--- src/rtl/stv_pkg.sv ---
// rtl/stv_pkg.sv - shared helpers for stv link blocks
// clog2p1(n) gives the width needed to hold values 0..n inclusive.
package stv_pkg;

  function automatic int clog2p1(input int n);
    int w;
    w = 0;
    for (int i = 0; i < 31; i++) begin
      if ((1 << i) <= n) w = i + 1;
    end
    return w;
  endfunction

endpackage

--- src/rtl/stv_sat_updown_cnt.sv ---
// rtl/stv_sat_updown_cnt.sv - saturating up/down counter clamped to 0..MAX
// ovf flags an increment that was absorbed by saturation at MAX.
module stv_sat_updown_cnt
  import stv_pkg::*;
#(
  parameter int MAX       = 8,
  parameter int RESET_VAL = MAX,
  localparam int W        = clog2p1(MAX)
) (
  input  logic         clk,
  input  logic         arst_n,
  input  logic         inc,
  input  logic         dec,
  input  logic         clear,
  output logic [W-1:0] count,
  output logic         ovf
);

  localparam int W1 = W + 1;

  logic [W-1:0] count_q, count_d;
  logic [W:0]   sum;
  logic         underflow;

  assign underflow = dec && !inc && (count_q == '0);
  assign ovf       = !clear && inc && !dec && (count_q == W'(MAX));

  // One extra bit so an increment past MAX is visible before clamping
  always_comb begin
    sum = {1'b0, count_q} + W1'(inc) - W1'(dec);
    if (clear)                 count_d = W'(RESET_VAL);
    else if (underflow)        count_d = count_q;
    else if (sum > W1'(MAX))   count_d = W'(MAX);
    else                       count_d = sum[W-1:0];
  end

  always_ff @(posedge clk or negedge arst_n) begin
    if (!arst_n) count_q <= W'(RESET_VAL);
    else         count_q <= count_d;
  end

  assign count = count_q;

endmodule

--- src/rtl/stv_credit_tx.sv ---
// rtl/stv_credit_tx.sv - credit-based transmitter toward a remote FIFO with no ready wire
// Define STV_CREDIT_TX_OVF_CHECK_EN to build the sticky credit-overflow flag.
module stv_credit_tx
  import stv_pkg::*;
#(
  parameter type data_t   = logic [7:0],
  parameter int  CREDITS  = 8,
  parameter bit  OUT_REG  = 1'b1,
  localparam int CNTWIDTH = clog2p1(CREDITS)
) (
  input  logic                clk,
  input  logic                arst_n,
  input  logic                clear,
  input  logic                din_valid,
  output logic                din_ready,
  input  data_t               din,
  output logic                dout_valid,
  output data_t               dout,
  input  logic                credit_return,
  output logic [CNTWIDTH-1:0] credits,
  output logic                idle,
  output logic                overflow
);

  logic send;
  logic cnt_ovf;

  // Ready looks only at the registered count, never at credit_return
  assign din_ready = (credits != '0) && !clear;
  assign send      = din_valid && din_ready;

  stv_sat_updown_cnt #(
    .MAX       (CREDITS),
    .RESET_VAL (CREDITS)
  ) u_credit_cnt (
    .clk    (clk),
    .arst_n (arst_n),
    .inc    (credit_return),
    .dec    (send),
    .clear  (clear),
    .count  (credits),
    .ovf    (cnt_ovf)
  );

  generate
    if (OUT_REG) begin : g_out_reg
      logic  valid_q;
      data_t data_q;

      always_ff @(posedge clk or negedge arst_n) begin
        if (!arst_n) valid_q <= 1'b0;
        else         valid_q <= send;
      end

      always_ff @(posedge clk) begin
        if (send) data_q <= din;
      end

      assign dout_valid = valid_q;
      assign dout       = data_q;
    end else begin : g_out_comb
      assign dout_valid = send;
      assign dout       = din;
    end
  endgenerate

  assign idle = (credits == CNTWIDTH'(CREDITS)) && !dout_valid;

`ifdef STV_CREDIT_TX_OVF_CHECK_EN
  logic ovf_q;

  always_ff @(posedge clk or negedge arst_n) begin
    if (!arst_n)      ovf_q <= 1'b0;
    else if (clear)   ovf_q <= 1'b0;
    else if (cnt_ovf) ovf_q <= 1'b1;
  end

  assign overflow = ovf_q;

`ifdef STV_ASSERT_ON
  always_ff @(posedge clk) begin
    if (arst_n) assert (!cnt_ovf) else $error("stv_credit_tx: credit returned with all credits home");
  end
`endif
`else
  logic unused_ovf;
  assign unused_ovf = cnt_ovf;
  assign overflow   = 1'b0;
`endif

`ifdef STV_ASSERT_ON
  logic  hold_q;
  data_t din_hold_q;

  always_ff @(posedge clk or negedge arst_n) begin
    if (!arst_n) begin
      hold_q <= 1'b0;
    end else begin
      hold_q     <= din_valid && !din_ready;
      din_hold_q <= din;
    end
  end

  always_ff @(posedge clk) begin
    if (arst_n && hold_q) assert (din_valid && (din == din_hold_q))
      else $error("stv_credit_tx: din dropped or changed before acceptance");
  end
`endif

endmodule
--- config.mk ---
export PLATFORM = sky130hd
export DESIGN_NAME = stv_credit_tx
export DESIGN_NICKNAME = d
export VERILOG_FILES = /design/src/rtl/stv_pkg.sv /design/src/rtl/stv_sat_updown_cnt.sv /design/src/rtl/stv_credit_tx.sv
export SDC_FILE = /design/constraint.sdc
export NUM_CORES = 1
export LEC_CHECK = 0
export ABC_AREA = 1
export ABC_CLOCK_PERIOD_IN_PS = 3300
export CORE_AREA = 2 2 39 41
export CTS_BUF_LIST = sky130_fd_sc_hd__clkbuf_4 sky130_fd_sc_hd__clkbuf_8
export DETAILED_ROUTE_END_ITERATION = 8
export DIE_AREA = 0 0 41 43
export DONT_BUFFER_PORTS = 1
export PLACE_DENSITY_LB_ADDON = 0.2
export SKIP_LAST_GASP = 1
export SYNTH_ARGS = -nofsm -noshare
export SYNTH_HDL_FRONTEND = slang
export SYNTH_HIERARCHICAL = 1
export SYNTH_SLANG_ARGS = --single-unit
export TNS_END_PERCENT = 10
--- constraint.sdc ---
create_clock -name clk -period 3.3 [get_ports clk]
set_input_delay 0.66 -clock clk [delete_from_list [all_inputs] [get_ports clk]]
set_output_delay 0.66 -clock clk [all_outputs]
set_load 0.02 [all_outputs]
Word-level counts from Yosys, hierarchy flattened --
Index checks and enable logic that the tools add are counted.
Operators by class: $lt $le $gt $ge 1, equal/unequal tests 2, reductions and logical operators 10, $add $sub $neg 2, muxes and demuxes 3
Operator list (number):
- two-way mux 4 bit | 3
- adder 4 x 1 -> 5 bit | 1
- greater-than comparator 5 x 4 -> 1 bit (second input constant) | 1
- logical AND 1 bit | 5
- subtractor 5 x 1 -> 5 bit | 1
- == test 4 bit (second input constant) | 1
- logical NOT 4 bit | 1
- nonzero test 4 bit | 1
- logical NOT 1 bit | 3
- inequality test 2 bit (second input constant) | 1
Storage, ports and cells: bits in registers 13, output and inout bits 16

Logic depth before layout (Yosys ltp) --
Gate-level depths: netlist (run 1).
depth in word-level cells 8, gate-level depth with buffers 15, gate-level depth less buffers 15

Cells and area by module --
The synthesis (run 1) kept the hierarchy.
Modules (own cells, without submodules):
- stv_sat_updown_cnt | cells each 59, times used 1, seq. area each 101.3 um^2, area an instance 427.9 um^2
- stv_credit_tx | cells each 21, times used 1, seq. area each 265.3 um^2, area an instance 324.1 um^2

Worst setup path before layout (run 1) --
OpenSTA, ideal clock, no wires.
kind register to register, from register u_credit_cnt.count_q[3], in the netlist u_credit_cnt/count[3], to register u_credit_cnt.count_q[0], in the netlist u_credit_cnt/count[0], path slack 0.808 ns, arrival time 2.421 ns, library setup time 0.071 ns, period minus slack after synthesis 2.492 ns, data required time 3.229 ns, stages on the path, launching flop included 14, path through dfstp_2 > nor2_1 > nand2_1 > nand2_2 > nor2_2 > ha_1 > inv_1 > ha_1 > fa_1 > nor2_1 > nand2_1 > nand3_2 > nand2_1 > nor2_1
On the way: longest elaborated chain between the ends 8, elaborated cells between the ends (all ways) 13
Ends and longest elaborated chain:
- from (decl) | RTL line stv_sat_updown_cnt.sv:21 | logic [W-1:0] count_q, count_d;
- from (signal assigned) | RTL line stv_sat_updown_cnt.sv:38 | if (!arst_n) count_q <= W'(RESET_VAL);
- from (signal assigned) | RTL line stv_sat_updown_cnt.sv:39 | else count_q <= count_d;
- nonzero test 4 bit (*) | RTL line stv_credit_tx.sv:29 | assign din_ready = (credits != '0) && !clear;
- logical AND 1 bit (*) | RTL line stv_credit_tx.sv:29
- logical AND 1 bit (*) | RTL line stv_credit_tx.sv:30 | assign send = din_valid && din_ready;
- net send | RTL line stv_credit_tx.sv:25 | logic send;
- subtractor 5 x 1 -> 5 bit | RTL line stv_sat_updown_cnt.sv:30 | sum = {1'b0, count_q} + W1'(inc) - W1'(dec);
- greater-than comparator 5 x 4 -> 1 bit | RTL line stv_sat_updown_cnt.sv:33 | else if (sum > W1'(MAX)) count_d = W'(MAX);
- two-way mux 4 bit | RTL line stv_sat_updown_cnt.sv:33
- two-way mux 4 bit | RTL line stv_sat_updown_cnt.sv:32 | else if (underflow) count_d = count_q;
- two-way mux 4 bit | RTL line stv_sat_updown_cnt.sv:31 | if (clear) count_d = W'(RESET_VAL);
Mark *: on every way through the listed nets, which the timed path passes. The rest lies on a longest branch. The select of a mux whose other input is x is not followed. A chain may end at the register's enable or synchronous reset.

Final worst setup path (run 1) --
from register u_credit_cnt.count_q[1], in the netlist u_credit_cnt/count[1], to register u_credit_cnt.count_q[0], in the netlist u_credit_cnt/count[0]
Same word-level chain as after synthesis.

==> summary.md, run 1 <==
| Metric | Value |
|---|---|
| Status | `finished, final reports clean` |
| Final WS setup | `0.892 ns` |
| Post-CTS setup buffers | `0` |
| Nets | `102` |
| Crit-path leading delay family | `adder cells` |
| Unrepaired setup endpoints after global routing | `false` |
| Post-route clock period utilization | `between 70 and 80%` |
| Max Clock Skew | `between 0.002 and 0.0025 ns` |
| CP Max Fanout | `5` |
| Pwr dens | `797 nW/um^2` |
| Critical path buffer and inverter count | `1` |
| Syn-to-layout area delta | `6.86%` |
| Met1 Track Usage GR | `about 18%` |
| Vias | `approximately 500` |
| Worst VDD drop | `roughly 450 uV` |
| Critical Path RT | `about 3.5 ns` |
| Non-filler cells, final | `97` |
| Final instance area | `779 sq um` |
| Crit-path slowest cell | `dfrtp_1` |
| Synthesized cell area | `729 sq um` |
| Placed cell area | `approximately 750 sq um` |
| Hold_buf cts | `0` |
| Starting Density | `52.7%` |
| Largest net degree at the start of global routing | `11` |
| CTS buffer count | `3` |
| Fmax | `~0.42 GHz` |
| RePlAce Congestion | `0.746` |
| Net Count, Synth | `just under 100` |
| Met2 usage | `about 28%` |
| Min-delay worst type | `primary input to async pin` |
| FP Rows | `14` |
| CTS tree | `yes` |
| Inst Count DP | `93` |
| Die W | `~40 um` |
| Core area | `roughly 1400 sq um` |
| Reg-to-Reg Start | `u_credit_cnt/count[1]` |
| Port buffer count | `0` |
| M3 GR Usage | `5.24%` |
| Final HPWL DP | `between 1000 and 1500 um` |
| Yosys Warn Count | `6` |
| Via-to-Cell Ratio | `between 5 and 6` |
| Share of cells above drive strength 1 | `between 15 and 20%` |
| CP arrival | `2.61 ns` |
| Core Util, Final | `56.3%` |
| GRT Max-Usage Layer | `met2` |
| Clock Sinks | `13` |
| Final worst path period need | `2.41 ns` |
| GR Util All Layers | `17.3%` |
| Remaining global-route overflow | `0` |
| Slew Viols, Final | `0` |
| Ports | `29` |
| Max Cap Viol | `0` |
| Routed WL per cell | `approximately 14 um` |
| Pre-Repair DR Iteration Count | `4` |
| Root Buffer | `clkbuf_4` |
| Mapped Cells | `77` |
| Residual DRC | `0` |
| Leakage | `between 0.0003 and 0.0004 uW` |
| Syn avg cell area | `9.47 sq um` |
| Final Hold Viols | `0` |
| H-tree depth | `1` |
| Initial antenna violation count | `0` |
| First-pass GRT wire length | `2010 um` |
| Clock Tree Buf Depth | `2` |
| N_diodes | `0` |
| Number of DRC markers in iteration 0 | `13` |
| Post_cts resized | `0` |
| Internal reg-to-reg setup slack | `a little under 0.9 ns` |
| Clock slew at reported path FFs | `about 0.07 ns` |
| R2R depth | `13` |
| Crit-path cells | `nor2_2 -> nand2_1 -> nand2_2 -> nor2_2 -> ha_1 -> inv_1 -> ha_1 -> fa_1 -> xnor2_1 -> nand2_1 -> nand3_2 -> nand2_1 -> nor2_1` |
| Final ANT Viol Nets | `0` |
| Post-Route WL | `around 1300 um` |
| Vias in the first global route | `495` |
| Setup TNS | `0 ns` |
| Critical path type | `flop to flop` |
| Startpoint Class | `flop` |
| Die Y | `between 40 and 50 um` |
| Critical path's most frequent cell | `nand2_1` |
| Largest stage delay, worst path | `roughly 0.51 ns` |
| Skew-Pair Late Insertion Delay | `0.27 ns` |
| Setup violators final | `0` |
| Die footprint | `about 1800 sq um` |
| Critical R2R Capture | `u_credit_cnt/count[0]` |
| CP Capture Type | `flop` |
| Pre-CTS WS | `roughly 0.92 ns` |
==> layer usage <==
metal	vias up	share of wire, %
met5	-	0
met4	0	1.7
met3	4	7.2
met2	21	51
met1	235	40
li1	255	-
==> power breakdown <==
part,switching (uW),internal (uW),leakage (uW)
sequential,50.5,200,0.000139
combinational,166,103,0.000223
clock,47.1,55.0,0.0000184
==> worst max path at each step <==
| stage | start | endpoint | slack [ns] | depth (start not counted) |
|---|---|---|---|---|
| after floorplan | u_credit_cnt/count[3] | u_credit_cnt/count[0] | 0.84 | 13 |
| after global placement | u_credit_cnt/count[1] | u_credit_cnt/count[0] | 0.94 | 13 |
| after detailed placement | u_credit_cnt/count[1] | u_credit_cnt/count[0] | 0.92 | 13 |
| after CTS | u_credit_cnt/count[1] | u_credit_cnt/count[0] | 0.89 | 13 |
| after global routing | u_credit_cnt/count[1] | u_credit_cnt/count[1] | 0.72 | 13 |
| final | u_credit_cnt/count[1] | u_credit_cnt/count[0] | 0.89 | 13 |
==> per-stage QoR <==
stage	hold WS (ns)	power (uW)
5_1_grt	0.0551	674
3_5_place_dp	0.364	521
4_1_cts	0.0700	623
3_3_place_gp	0.365	516
2_1_floorplan	0.364	472
6_report	0.0765	621
==> state kept, by name (all words and copies together) (netlist names) <==
signal              count
dout_valid              1
dout                    8
u_credit_cnt/count      4
==> layout by cell type (no fill, tap or decap) <==
cell and n:
and3_1 1, buf_4 1, clkbuf_4 4, conb_1 1
dfrtp_1 4, dfstp_2 1, edfxtp_1 8, fa_1 1
ha_1 6, inv_1 13, nand2_1 14, nand2_2 2
nand3_1 7, nand3_2 2, nand4_1 2, nor2_1 8
nor2_2 3, o21ai_0 1, or2_1 1, xnor2_1 1
==> layout make-up <==
cell class                 count  area (sq um)
multi-input combinational     50           307
sequential                    13           367
tap                           16          20.0
timing repair buffer           1          7.51
clock buffer                   4          30.0
inverter                      13          48.8
fill                         118           604
Power figures use the tool's default switching activity.
==> inputs of run 2 (changes only) <==
ABC_CLOCK_PERIOD_IN_PS = 2000   (was 3300)
CORE_AREA = unset   (was 2 2 39 41)
CORE_UTILIZATION = 57   (was unset)
DIE_AREA = unset   (was 0 0 41 43)
clock period = 2 ns   (was 3.3 ns; I/O delays follow)
==> run 2 against run 1 <==
The run now ends with negative setup slack left. Cell count is 6.2% higher. Power up 91%. Cell area grew 15%. Clock power up 76%. Clock-buffer cell count unchanged. Die area is 19% lower. Sequential power grew 47%. Fmax rose by 10%. Routed wire length increased by 29%. First-iteration DRC count rose by 46%. Combinational power rose by 140%. Worst setup slack lost 1.1 ns. Largest power group unchanged. Highest routed layer unchanged.
==> summary.md, run 2 (synthesis gave the netlist of run 1 again) <==
| Metric | Value |
|---|---|
| Status | `complete, but fails checks` |
| Skew-Pair Late Insertion Delay | `about 0.28 ns` |
| CP Max Fanout | `2` |
| Max Clock Skew | `0.00608 ns` |
| Clock Tree Buf Depth | `2` |
| Via-to-Cell Ratio | `5.71` |
| Syn-to-layout area delta | `22.6%` |
| Max Cap Viol | `0` |
| Nets | `110` |
| Fill cells | `69` |
| H-tree depth | `1` |
| Startpoint Class | `flop` |
| RePlAce Congestion | `roughly 0.86` |
| Critical Path RT | `around 2.2 ns` |
| Pre-Repair DR Iteration Count | `4` |
| Die footprint | `roughly 1400 sq um` |
| Final ANT Viol Nets | `0` |
| Clock slew at reported path FFs | `about 0.08 ns` |
| Worst VDD drop | `between 800 and 900 uV` |
| Starting Density | `around 64%` |
| Unrepaired setup endpoints after global routing | `true` |
| Port buffer count | `0` |
| CP Capture Type | `flop` |
| Vias | `~600` |
| Core area | `between 1000 and 1500 sq um` |
| Ports | `29` |
| Crit-path leading delay family | `adder cells` |
| FP Rows | `12` |
| Final Hold Viols | `0` |
| Largest stage delay, worst path | `0.55 ns` |
| Final HPWL DP | `1170 um` |
| First-pass GRT wire length | `around 2600 um` |
| Leakage | `~0.00043 uW` |
| Final WS setup | `-0.189 ns` |
| Inst Count DP | `96` |
| Max reg flops | `8` |
| Pwr dens | `roughly 1300 nW/um^2` |
| CTS buffer count | `3` |
| Setup TNS | `-0.633 ns` |
| Crit-path slowest cell | `dfstp_2` |
| GR Util All Layers | `28.4%` |
| Crit-path cells | `nor2_2 -> nand2_1 -> nand2_2 -> nor2_4 -> ha_4 -> inv_4 -> ha_4 -> fa_2 -> nor2_1 -> nand2_1 -> nand3_2 -> nand2_2 -> nor2_1` |
| Fmax | `approximately 0.46 GHz` |
| Commonest non-fill, non-tap cells in the layout | `nand2_1, inv_1, edfxtp_1, buf_4, nor2_1` |
| Die Y | `around 38 um` |
| Die W | `around 38 um` |
| Post-route clock period utilization | `109%` |
| CP arrival | `around 2.4 ns` |
| Residual DRC | `0` |
| Failing checks | `negative setup slack` |
| Final worst path period need | `2.19 ns` |
| Remaining global-route overflow | `0` |
| Critical path type | `flop to flop` |
| Slew Viols, Final | `0` |
| Vias in the first global route | `600` |
| Number of DRC markers in iteration 0 | `19` |
| Initial antenna violation count | `0` |
| Setup violators final | `4` |
| N_diodes | `0` |
| Non-filler cells, final | `between 100 and 150` |
| Post-Route WL | `~1700 um` |
| Largest net degree at the start of global routing | `11` |
| Share of cells above drive strength 1 | `32.6%` |
| Pre-CTS WS | `-0.279 ns` |
| Clock Sinks | `13` |
| CTS tree | `yes` |
| Critical path buffer and inverter count | `1` |
| Routed WL per cell | `~17 um` |
| Root Buffer | `clkbuf_4` |
| Min-delay worst type | `primary input to flop` |
==> run 2: where the power goes <==
| group | switching [uW] | leakage, uW | internal, uW | total, uW |
|---|---|---|---|---|
| clock network | 89.4 | 0.0000184 | 91.0 | 180 |
| logic | 389 | 0.000267 | 248 | 637 |
| registers | 37.5 | 0.000139 | 330 | 368 |
==> run 2: per-stage QoR <==
step / utilization (%) / power [uW] / instance area [sq um] / hold WS (ns)
6_report: 78.4 / 1190 / 895 / 0.207
3_5_place_dp: 69.2 / 903 / 790 / 0.105
3_3_place_gp: 69.2 / 882 / 790 / 0.105
5_1_grt: 78.4 / 1260 / 895 / 0.201
4_1_cts: 78.0 / 1160 / 890 / 0.211
2_1_floorplan: - / 781 / 734 / 0.104
==> run 2: path summary, 6_finish.rpt <==
kind	from	endpoint	slack, ns	cells past startpoint
max	u_credit_cnt/count[3]	u_credit_cnt/count[1]	-0.19	13
min	din[1]	dout[1]	0.21	0
max reg2reg	u_credit_cnt/count[3]	u_credit_cnt/count[1]	-0.19	13
min reg2reg	u_credit_cnt/count[3]	u_credit_cnt/count[3]	0.71	3
max in group asynchronous	arst_n	u_credit_cnt/count[3]	1.33	1
min in group asynchronous	arst_n	u_credit_cnt/count[0]	0.41	1
==> run 2: what timing repair did <==
action                                  CTS  global route
gates resized for setup                  10             2
pin swaps                                 9             9
hold buffers                              1             0
endpoints found under the hold margin     5             0
endpoints found under the setup margin    4             4
buffers inserted                          2             0
cloned                                    0             0
==> run 2: area by class of cell <==
cell class,instances,area (sq um),area share [%]
Inverter,13,51.3,5.73
Timing Repair Buffer,9,70.1,7.83
Multi-Input combinational cell,50,359,40.1
Tap cell,14,17.5,1.96
Sequential cell,13,367,41.0
Clock buffer,4,30.0,3.36
==> run 2: layer usage <==
layer	global-route usage, %	routed length (um)
met3	8.33	152
met2	45.7	815
met5	0	0
met1	30.7	645
met4	22.3	96
==> edit (settings of run 1) <==
Change the parameter `CREDITS` from 8 to 4.
--- a/src/rtl/stv_credit_tx.sv
+++ b/src/rtl/stv_credit_tx.sv
@@ -5,5 +5,5 @@
 #(
   parameter type data_t   = logic [7:0],
-  parameter int  CREDITS  = 8,
+  parameter int  CREDITS  = 4,
   parameter bit  OUT_REG  = 1'b1,
   localparam int CNTWIDTH = clog2p1(CREDITS)
Ports: changed (resized credits); port bits go from 29 to 28. The function was not compared with the original's and may differ.
==> edit against run 1 <==
Clock skew grew 0.75 ps. Count of clock-buffer cells in the layout is the same. Area after synthesis is 16% lower. Power shrank 17%. Sequential cell count down 1. Hold slack better by 9.5 ps. Worst setup slack lost 140 ps. Fmax down 5.5%. Sequential share of layout area increased by 4.6 points. Design area decreased by 15%. Utilization down 8.5 points. Routed wire length fell by 23%. Global-route usage decreased by 3.9 points. Synthesized cell count shrank 22%. Critical path type unchanged.
==> edit: results <==
<?xml version="1.0" encoding="UTF-8"?>
<metrics>
  <group name="drt">
    <metric name="dr_vias_cell" unit="">4.800</metric>
    <metric name="drt_first_pass_iters" unit="">4</metric>
    <metric name="drt_first_iter_violations" unit="">7</metric>
    <metric name="dr_vias" unit="">384</metric>
    <metric name="totalWireLength" unit="um">1017</metric>
  </group>
  <group name="worst_hold_path">
    <metric name="worst_hold_path_type" unit="">input pin to asynchronous set/reset pin</metric>
  </group>
  <group name="setup_path">
    <metric name="crit_path_max_incr_delay" unit="ps">510</metric>
    <metric name="cp_top_family" unit="">simple AND/OR/NAND/NOR gates</metric>
    <metric name="rr_startpoint" unit="">u_credit_cnt/count[1]$_DFFE_PN0P_</metric>
    <metric name="worstPathArrival" unit="ps">2730</metric>
    <metric name="worst_path_max_delay_cell" unit="">sky130_fd_sc_hd__dfrtp_1</metric>
    <metric name="worst-r2r-setup-slack" unit="ps">750</metric>
    <metric name="reg2reg_to" unit="">u_credit_cnt/count[1]$_DFFE_PN0P_</metric>
    <metric name="critical_path.max_fanout" unit="">11</metric>
    <metric name="r2r.worst_path.cells" unit="">13</metric>
  </group>
  <group name="grt">
    <metric name="grt_max_degree" unit="">12</metric>
    <metric name="grt_util_all_layers" unit="%">13.44</metric>
    <metric name="first_pass_grt_wire_length" unit="um">1600</metric>
    <metric name="antenna_found_initial" unit="">0</metric>
    <metric name="grt_pass1_vias" unit="">356</metric>
  </group>
  <group name="power">
    <metric name="leakage" unit="nW">0.3283</metric>
    <metric name="ir_drop" unit="mV">0.3139</metric>
  </group>
  <group name="cts">
    <metric name="clock_latency" unit="ps">260</metric>
    <metric name="clkSlewWorstSetupHoldPaths" unit="ps">70</metric>
    <metric name="cts_made_buffers" unit="">3</metric>
    <metric name="ctsRootBufferMaster" unit="">sky130_fd_sc_hd__clkbuf_4</metric>
    <metric name="h-tree-depth" unit="">1</metric>
    <metric name="post_cts_resize_count" unit="">0</metric>
    <metric name="max-clock-path-buffers" unit="">2</metric>
    <metric name="cts_post_setup_buffers_inserted" unit="">0</metric>
  </group>
  <group name="final_layout">
    <metric name="num-nets-final" unit="">83</metric>
    <metric name="fraction_of_layout_instances_using_a_drive_strength_above_1" unit="%">15.63</metric>
    <metric name="number_of_flip_flops_under_the_largest_register_name" unit="">8</metric>
    <metric name="antenna_cells_inserted" unit="">0</metric>
  </group>
  <group name="placement">
    <metric name="gp_routability_congestion" unit="">0.8126</metric>
    <metric name="buffer_ports.inserted" unit="">0</metric>
    <metric name="post-place-cells" unit="">76</metric>
    <metric name="placed_cell_area" unit="um2">631.9</metric>
    <metric name="hpwl" unit="um">845.3</metric>
  </group>
  <group name="yosys">
    <metric name="synth-warning-count" unit="">6</metric>
    <metric name="synthCells" unit="">60</metric>
    <metric name="synthesis.nets" unit="">78</metric>
  </group>
  <group name="sta">
    <metric name="whs" unit="ps">86.02</metric>
    <metric name="finClkSkew" unit="ps">3.065</metric>
    <metric name="fin_crit_sh" unit="%">77.23</metric>
  </group>
  <group name="run_status">
    <metric name="run_status" unit="">finished clean</metric>
  </group>
</metrics>
## edit: cell type report
class                   count  area [um2]
clock buffers               4       30.03
fillers                   124       721.9
inverters                  14       52.55
multi-input cells          33       210.2
flip-flops and latches     12       341.6
well taps                  16       20.02
repair buffers              1       7.507
## edit: worst max-delay path by stage
stage                                            startpoint                                end  depth (start not counted)
after detailed placement  u_credit_cnt/count[1]$_DFFE_PN0P_  u_credit_cnt/count[1]$_DFFE_PN0P_                         13
after floorplan           u_credit_cnt/count[2]$_DFFE_PN1P_  u_credit_cnt/count[0]$_DFFE_PN0P_                         13
after CTS                 u_credit_cnt/count[1]$_DFFE_PN0P_  u_credit_cnt/count[1]$_DFFE_PN0P_                         13
final                     u_credit_cnt/count[1]$_DFFE_PN0P_  u_credit_cnt/count[1]$_DFFE_PN0P_                         13
after global placement    u_credit_cnt/count[1]$_DFFE_PN0P_  u_credit_cnt/count[1]$_DFFE_PN0P_                         13
after global routing      u_credit_cnt/count[1]$_DFFE_PN0P_  u_credit_cnt/count[2]$_DFFE_PN1P_                         14
## edit: layer usage
| metal | vias to the layer above | share of wire, % | global-route usage, % |
|---|---|---|---|
| met5 | - | 0 | 0 |
| met4 | 0 | 0 | 6.000 |
| met3 | 0 | 5.4 | 2.618 |
| met2 | 15 | 52 | 20.63 |
| met1 | 175 | 43 | 17.51 |
| li1 | 194 | - | - |
## edit: report_power, final
| group | switching (mW) | total [mW] | leakage [nW] | internal (mW) |
|---|---|---|---|---|
| Combinational | 0.116 | 0.186 | 0.184 | 0.0707 |
| Sequential | 0.0467 | 0.232 | 0.126 | 0.185 |
| Clock | 0.0431 | 0.0980 | 0.0184 | 0.0548 |
